File: config.mk
export PLATFORM = sky130hd
export DESIGN_NAME = draw_rect_ctl
export DESIGN_NICKNAME = d
export VERILOG_FILES = /design/src/rtl/draw_rect_ctl_pkg.sv /design/src/rtl/draw_rect_ctl_sync_edge_det.sv /design/src/rtl/draw_rect_ctl.sv
export SDC_FILE = /design/constraint.sdc
export NUM_CORES = 1
export LEC_CHECK = 0
export ABC_AREA = 1
export CAP_MARGIN = 20
export CORE_UTILIZATION = 60
export CTS_BUF_LIST = sky130_fd_sc_hd__clkbuf_4
export CTS_CLUSTER_SIZE = 28
export DETAILED_ROUTE_END_ITERATION = 12
export GPL_ROUTABILITY_DRIVEN = 1
export PLACE_DENSITY = 0.95
export SYNTH_ARGS = -nofsm -noshare
export SYNTH_HDL_FRONTEND = slang
export SYNTH_SLANG_ARGS = --single-unit
File: constraint.sdc
create_clock -name clk_in -period 3 [get_ports clk_in]
set_input_delay 0.6 -clock clk_in [delete_from_list [all_inputs] [get_ports clk_in]]
set_output_delay 0.6 -clock clk_in [all_outputs]
set_load 0.005 [all_outputs]
File: src/rtl/draw_rect_ctl_pkg.sv
// Shared types and sizing for the draw_rect motion controller.
// Contents:
//   state_t   - controller state (FOLLOW / FALL / REST), 2-bit encoding
//   POS_W     - pixel coordinate width
//   VEL_W     - signed vertical velocity width
//   ARITH_W   - signed width used for position + velocity sums
//   span_max  - largest top-left coordinate that keeps the rectangle on screen
package draw_rect_ctl_pkg;

  localparam int POS_W   = 12;
  localparam int VEL_W   = 8;
  localparam int ARITH_W = POS_W + 1;

  typedef enum logic [1:0] {
    FOLLOW = 2'd0,
    FALL   = 2'd1,
    REST   = 2'd2
  } state_t;

  function automatic logic [POS_W-1:0] span_max(input int screen, input int rect);
    return POS_W'(screen - rect);
  endfunction

endpackage

File: src/rtl/draw_rect_ctl_sync_edge_det.sv
// Two-flop synchroniser followed by a rising-edge detector.
// Ports:
//   clk   - sampling clock
//   rst_n - asynchronous active-low reset, clears all flops
//   din   - asynchronous (or foreign-domain) level input
//   pulse - one-cycle high pulse after a synchronised 0->1 transition of din
module sync_edge_det (
  input  logic clk,
  input  logic rst_n,
  input  logic din,
  output logic pulse
);

  logic [1:0] sync;
  logic       prev;

  always_ff @(posedge clk or negedge rst_n) begin
    if (!rst_n) begin
      sync <= 2'b00;
      prev <= 1'b0;
    end else begin
      sync <= {sync[0], din};
      prev <= sync[1];
    end
  end

  assign pulse = sync[1] & ~prev;

endmodule

File: src/rtl/draw_rect_ctl.sv
// Frame-paced motion controller feeding draw_rect.
// FOLLOW tracks the mouse (clamped so the rectangle stays on screen); a click
// drops the rectangle under gravity (FALL) with damped floor bounces until it
// settles (REST); another click returns to FOLLOW. All updates happen on the
// vsync frame tick and outputs are registered, so they are stable per frame.
// Ports:
//   clk_in      - 40 MHz pixel clock
//   rst         - asynchronous active-low reset (release synchronised here)
//   vsync_in    - vsync from vga_timing; its rising edge is the frame tick
//   mouse_xpos  - mouse X (12 bit, quasi-static)
//   mouse_ypos  - mouse Y (12 bit, quasi-static)
//   mouse_left  - left button, asynchronous to clk_in
//   xpos, ypos  - rectangle top-left corner for draw_rect
//   state_out   - current state: 0 FOLLOW, 1 FALL, 2 REST
module draw_rect_ctl
  import draw_rect_ctl_pkg::*;
#(
  parameter int SCREEN_W   = 800,
  parameter int SCREEN_H   = 600,
  parameter int RECT_W     = 64,
  parameter int RECT_H     = 48,
  parameter int GRAVITY    = 1,
  parameter int VEL_MAX    = 40,
  parameter int DAMP_SHIFT = 1,
  parameter int MIN_BOUNCE = 2
) (
  input  logic             clk_in,
  input  logic             rst,
  input  logic             vsync_in,
  input  logic [POS_W-1:0] mouse_xpos,
  input  logic [POS_W-1:0] mouse_ypos,
  input  logic             mouse_left,
  output logic [POS_W-1:0] xpos,
  output logic [POS_W-1:0] ypos,
  output logic [1:0]       state_out
);

  localparam logic [POS_W-1:0]          X_MAX        = span_max(SCREEN_W, RECT_W);
  localparam logic [POS_W-1:0]          Y_MAX        = span_max(SCREEN_H, RECT_H);
  localparam logic signed [ARITH_W-1:0] Y_MAX_S      = $signed({1'b0, Y_MAX});
  localparam logic signed [VEL_W-1:0]   GRAV_V       = VEL_W'(GRAVITY);
  localparam logic signed [VEL_W-1:0]   VEL_MAX_V    = VEL_W'(VEL_MAX);
  localparam logic signed [VEL_W-1:0]   MIN_BOUNCE_V = VEL_W'(MIN_BOUNCE);

  // Reset asserts immediately, releases two clocks later so every flop
  // leaves reset on the same edge.
  logic [1:0] rst_pipe;
  logic       rst_n_int;

  always_ff @(posedge clk_in or negedge rst) begin
    if (!rst) rst_pipe <= 2'b00;
    else      rst_pipe <= {rst_pipe[0], 1'b1};
  end

  assign rst_n_int = rst_pipe[1];

  logic tick;
  logic click;

  sync_edge_det u_vsync_edge (
    .clk   (clk_in),
    .rst_n (rst_n_int),
    .din   (vsync_in),
    .pulse (tick)
  );

  sync_edge_det u_click_edge (
    .clk   (clk_in),
    .rst_n (rst_n_int),
    .din   (mouse_left),
    .pulse (click)
  );

  state_t                    state_q, state_d;
  logic [POS_W-1:0]          xpos_q, xpos_d;
  logic [POS_W-1:0]          ypos_q, ypos_d;
  logic signed [VEL_W-1:0]   vel_q, vel_d;
  logic                      click_pend_q, click_pend_d;
  logic                      pend_clear;

  logic signed [ARITH_W-1:0] ny;
  logic signed [VEL_W-1:0]   vel_inc;
  logic signed [VEL_W-1:0]   vel_capped;
  logic signed [VEL_W-1:0]   rebound;
  logic [POS_W-1:0]          x_clamp;
  logic [POS_W-1:0]          y_clamp;

  // Candidate position sums are signed and one bit wider so a rise past the
  // top edge shows up as a negative value instead of wrapping.
  assign ny         = $signed({1'b0, ypos_q}) +
                      $signed({{(ARITH_W-VEL_W){vel_q[VEL_W-1]}}, vel_q});
  assign vel_inc    = vel_q + GRAV_V;
  assign vel_capped = (vel_inc > VEL_MAX_V) ? VEL_MAX_V : vel_inc;
  assign rebound    = vel_q - (vel_q >>> DAMP_SHIFT);
  assign x_clamp    = (mouse_xpos > X_MAX) ? X_MAX : mouse_xpos;
  assign y_clamp    = (mouse_ypos > Y_MAX) ? Y_MAX : mouse_ypos;

  always_comb begin
    state_d    = state_q;
    xpos_d     = xpos_q;
    ypos_d     = ypos_q;
    vel_d      = vel_q;
    pend_clear = 1'b0;

    if (tick) begin
      case (state_q)
        FOLLOW: begin
          xpos_d = x_clamp;
          ypos_d = y_clamp;
          if (click_pend_q) begin
            pend_clear = 1'b1;
            vel_d      = '0;
            state_d    = FALL;
          end
        end
        FALL: begin
          // Clicks arriving while falling are thrown away at each tick.
          pend_clear = 1'b1;
          if (ny >= Y_MAX_S) begin
            ypos_d = Y_MAX;
            if (rebound < MIN_BOUNCE_V) begin
              vel_d   = '0;
              state_d = REST;
            end else begin
              vel_d = -rebound;
            end
          end else if (ny[ARITH_W-1]) begin
            ypos_d = '0;
            vel_d  = '0;
          end else begin
            ypos_d = ny[POS_W-1:0];
            vel_d  = vel_capped;
          end
        end
        REST: begin
          if (click_pend_q) begin
            pend_clear = 1'b1;
            state_d    = FOLLOW;
          end
        end
        default: state_d = FOLLOW;
      endcase
    end

    // A click coinciding with a tick survives the clear and acts next frame.
    click_pend_d = (click_pend_q & ~pend_clear) | click;
  end

  always_ff @(posedge clk_in or negedge rst_n_int) begin
    if (!rst_n_int) begin
      state_q      <= FOLLOW;
      xpos_q       <= '0;
      ypos_q       <= '0;
      vel_q        <= '0;
      click_pend_q <= 1'b0;
    end else begin
      state_q      <= state_d;
      xpos_q       <= xpos_d;
      ypos_q       <= ypos_d;
      vel_q        <= vel_d;
      click_pend_q <= click_pend_d;
    end
  end

  assign xpos      = xpos_q;
  assign ypos      = ypos_q;
  assign state_out = state_q;

endmodule

==> flow_summary.json <==
{
  "diodes": 0,
  "power_density_nw_per_um2": 1110,
  "antenna_found_initial": 0,
  "rsz0062_at_grt": "false",
  "clock-root-buffer": "clkbuf_4",
  "synth-simple-area-share": 0.334,
  "irDropWorstVdd_uv": 703,
  "fp.dieH_um": 76.5,
  "yosysWarnings": 0,
  "drt_iter0_drc": 238,
  "cts_buffers": 5,
  "synth-seq-area-share": 0.323,
  "critPathKind": "reg2reg",
  "synth_top_family_by_area": "simple AND/OR/NAND/NOR gates",
  "placementRows": 26,
  "wl_per_cell_um": 13.9,
  "grt_first_pass_wirelength_um": 14200,
  "netlist_instances": 472,
  "synthAdderAreaFrac": 0.114,
  "htree_levels": 2,
  "finalCritPeriodShare": 0.871,
  "final_cell_mix": "nand2_1, inv_1, clkdlybuf4s50_1",
  "utilization": 0.765,
  "ys_seq_elements": 43,
  "maxSlewViolCount": 0,
  "cts.repair.resized": 0,
  "synth-compound-area-share": 0.111,
  "layout_commonest_cell": "nand2_1",
  "yosys-top-cells-area": "dfrtp_1, nand2_1, ha_1",
  "grt_util_all_layers": 0.302,
  "outcome": "finished clean",
  "fillCellCount": 404,
  "path_max_fanout": 8,
  "synthToLayoutAreaGrowth_pct": 20.5,
  "synth_top_area_share": 0.323,
  "io_buffers": 53,
  "worst_ep_required_time_ns": 3.28,
  "cp_slowest_cell": "dfrtp_1",
  "grt_max_degree": 42,
  "cp-start-kind": "flop",
  "min_path_type": "in2async",
  "io_pins": 54,
  "post-cts-setup-buffers": 0,
  "netlist_area_um2": 3330,
  "drc_errors": 0,
  "fmax_mhz": 383,
  "slowest_delay_ns": 0.50,
  "skew_ns": 0.00803,
  "worst_slew_pin_slew_ns": 0.861,
  "synth_top_area_cell": "dfrtp_1",
  "synth_nets": 529,
  "clkTransAtPathRegs_ns": 0.14,
  "viasPerCell": 5.53,
  "synth_xor_area_frac": 0.0342,
  "avgSynthCellArea_um2": 7.05,
  "drv_cap": 0,
  "clock_latency_ns": 0.37,
  "grt_overflow": 0,
  "grt_pass1_vias": 3077,
  "p_leak_nw": 2.08,
  "fp.coreArea_um2": 5240,
  "cts_tree": "done",
  "routed_wl_um": 8400,
  "clkSinkCount": 43,
  "num_vias": 3332,
  "finalHoldViolCount": 0,
  "first_pass_iters": 5,
  "setup-tns-final_ns": 0,
  "crit_path_end_kind": "flop",
  "dp_slack_ns": 0.442,
  "place_congestion": 0.975,
  "crit_chain": "ha_1 -> fa_1 -> nand3_1 -> nand2_1 -> nand3_1 -> nand4_1 -> nand2_4 -> nand2_2 -> nor2_4 -> nand2_4 -> o21ai_0 -> nand2_1 -> nand2_1 -> nand2_1",
  "layout-drive-gt1-share": 0.0545,
  "max_slew_margin": 0.426,
  "hpwlAfterDp_um": 6670,
  "cts_buffer_depth": 2,
  "fin_nets": 588,
  "cts_hold_buf": 0,
  "setup_slack_ns": 0.387,
  "initial_core_util": 0.635,
  "worstPathArrival_ns": 2.90,
  "setup_viol": 0,
  "die_w_um": 76.5,
  "ys_types": 37,
  "fin_crit_ns": 2.61,
  "ant_nets": 0,
  "dieArea_um2": 5850,
  "synth.mux.area_fraction": 0,
  "timing.critical_path.mode_cell": "nand2_1"
}
power by group:
part | total, mW | switching, mW | internal (mW)
registers | 0.967 | 0.237 | 0.730
logic | 3.20 | 1.94 | 1.25
clock network | 0.302 | 0.212 | 0.0902
cell usage after synthesis:
master     number
a21boi_0        1
a21boi_1        2
a21oi_1        19
a2bb2oi_1       3
a31oi_1         3
clkbuf_1        3
conb_1          1
dfrtp_1        43
fa_1            2
ha_1           27
inv_1          66
inv_2           3
inv_4           1
nand2_1       151
nand2_2         3
nand2_4         3
nand3_1        34
nand3_2         1
nand3b_1        6
nand4_1         8
nor2_1         30
nor2_2          1
nor2_4          3
nor3_1          4
o211ai_1        1
o21a_1          3
o21ai_0        12
o21ai_1         9
o21ai_2         1
o22a_1          1
o31ai_1         6
o41ai_1         1
or2_1           3
or2_2           3
or3_1           1
xnor2_1         2
xor2_1         11
cell families after synthesis:
logic type,Yosys count
adders and majority gates,29
AOI/OAI and AO/OA,62
xor gates and xnor gates,13
other,1
buffers and inverters,73
DFF,43
and+or+nand+nor,251
path summary, 6_finish.rpt:
| kind | startpoint | endpoint | slack [ns] | depth (start not counted) |
|---|---|---|---|---|
| min in group clk_in | u_vsync_edge.sync[0]$_DFF_PN0_ | u_vsync_edge.sync[1]$_DFF_PN0_ | 0.37 | 0 |
| worst min-delay path | rst | rst_pipe[1]$_DFF_PN0_ | 0.36 | 1 |
| worst min register to register | u_vsync_edge.sync[0]$_DFF_PN0_ | u_vsync_edge.sync[1]$_DFF_PN0_ | 0.37 | 0 |
| max in group asynchronous | rst_pipe[1]$_DFF_PN0_ | vel_q[4]$_DFFE_PN0P_ | 2.07 | 0 |
| worst max-delay path | vel_q[0]$_DFFE_PN0P_ | ypos[9]$_DFFE_PN0P_ | 0.39 | 14 |
| worst max register to register | vel_q[0]$_DFFE_PN0P_ | ypos[9]$_DFFE_PN0P_ | 0.39 | 14 |
cell type report:
type                            count  area (µm²)  area share
Inverter                           70         265      0.0662
Timing Repair Buffer               55         546       0.136
Tap cell                           70        87.6      0.0218
Clock buffer                        5        37.5     0.00936
Multi-Input combinational cell    356        1980       0.493
Clock inverter                      3        20.0     0.00499
Sequential cell                    43        1080       0.269
sequential cells by signal, summed over array words and instances (netlist names):
name               count
vel_q                  8
ypos                  12
u_vsync_edge.prev      1
xpos                  12
state_out              2
u_vsync_edge.sync      2
u_click_edge.sync      2
click_pend_q           1
rst_pipe               2
u_click_edge.prev      1
critical path, delay by kind of cell, from the launching register on:
kind / cells / cell delay (ns)
adder cells (fa/ha/maj): 2 / 0.73
AND/OR/NAND/NOR: 11 / 1.07
flip-flops: 1 / 0.50
AO/OA/AOI/OAI: 1 / 0.20
layer usage:
| metal | up-vias | part of all wire | GRT usage | wire, µm |
|---|---|---|---|---|
| met5 | - | 0 | 0 | 0 |
| met2 | 122 | 0.46 | 0.473 | 3860 |
| met3 | 17 | 0.067 | 0.0467 | 559 |
| met4 | 0 | 0.013 | 0.0808 | 107 |
| li1 | 1636 | - | - | - |
| met1 | 1557 | 0.46 | 0.435 | 3870 |
metrics by stage:
step	std cells	instance area (µm²)	hold WS (ns)	power, mW
2_1_floorplan	472	3330	0.304	3.25
3_3_place_gp	594	3950	0.337	4.01
3_5_place_dp	594	3950	0.340	4.09
4_1_cts	602	4010	0.357	4.41
5_1_grt	602	4010	0.360	4.90
6_report	602	4010	0.362	4.46
(Power assumes the default switching activity.)
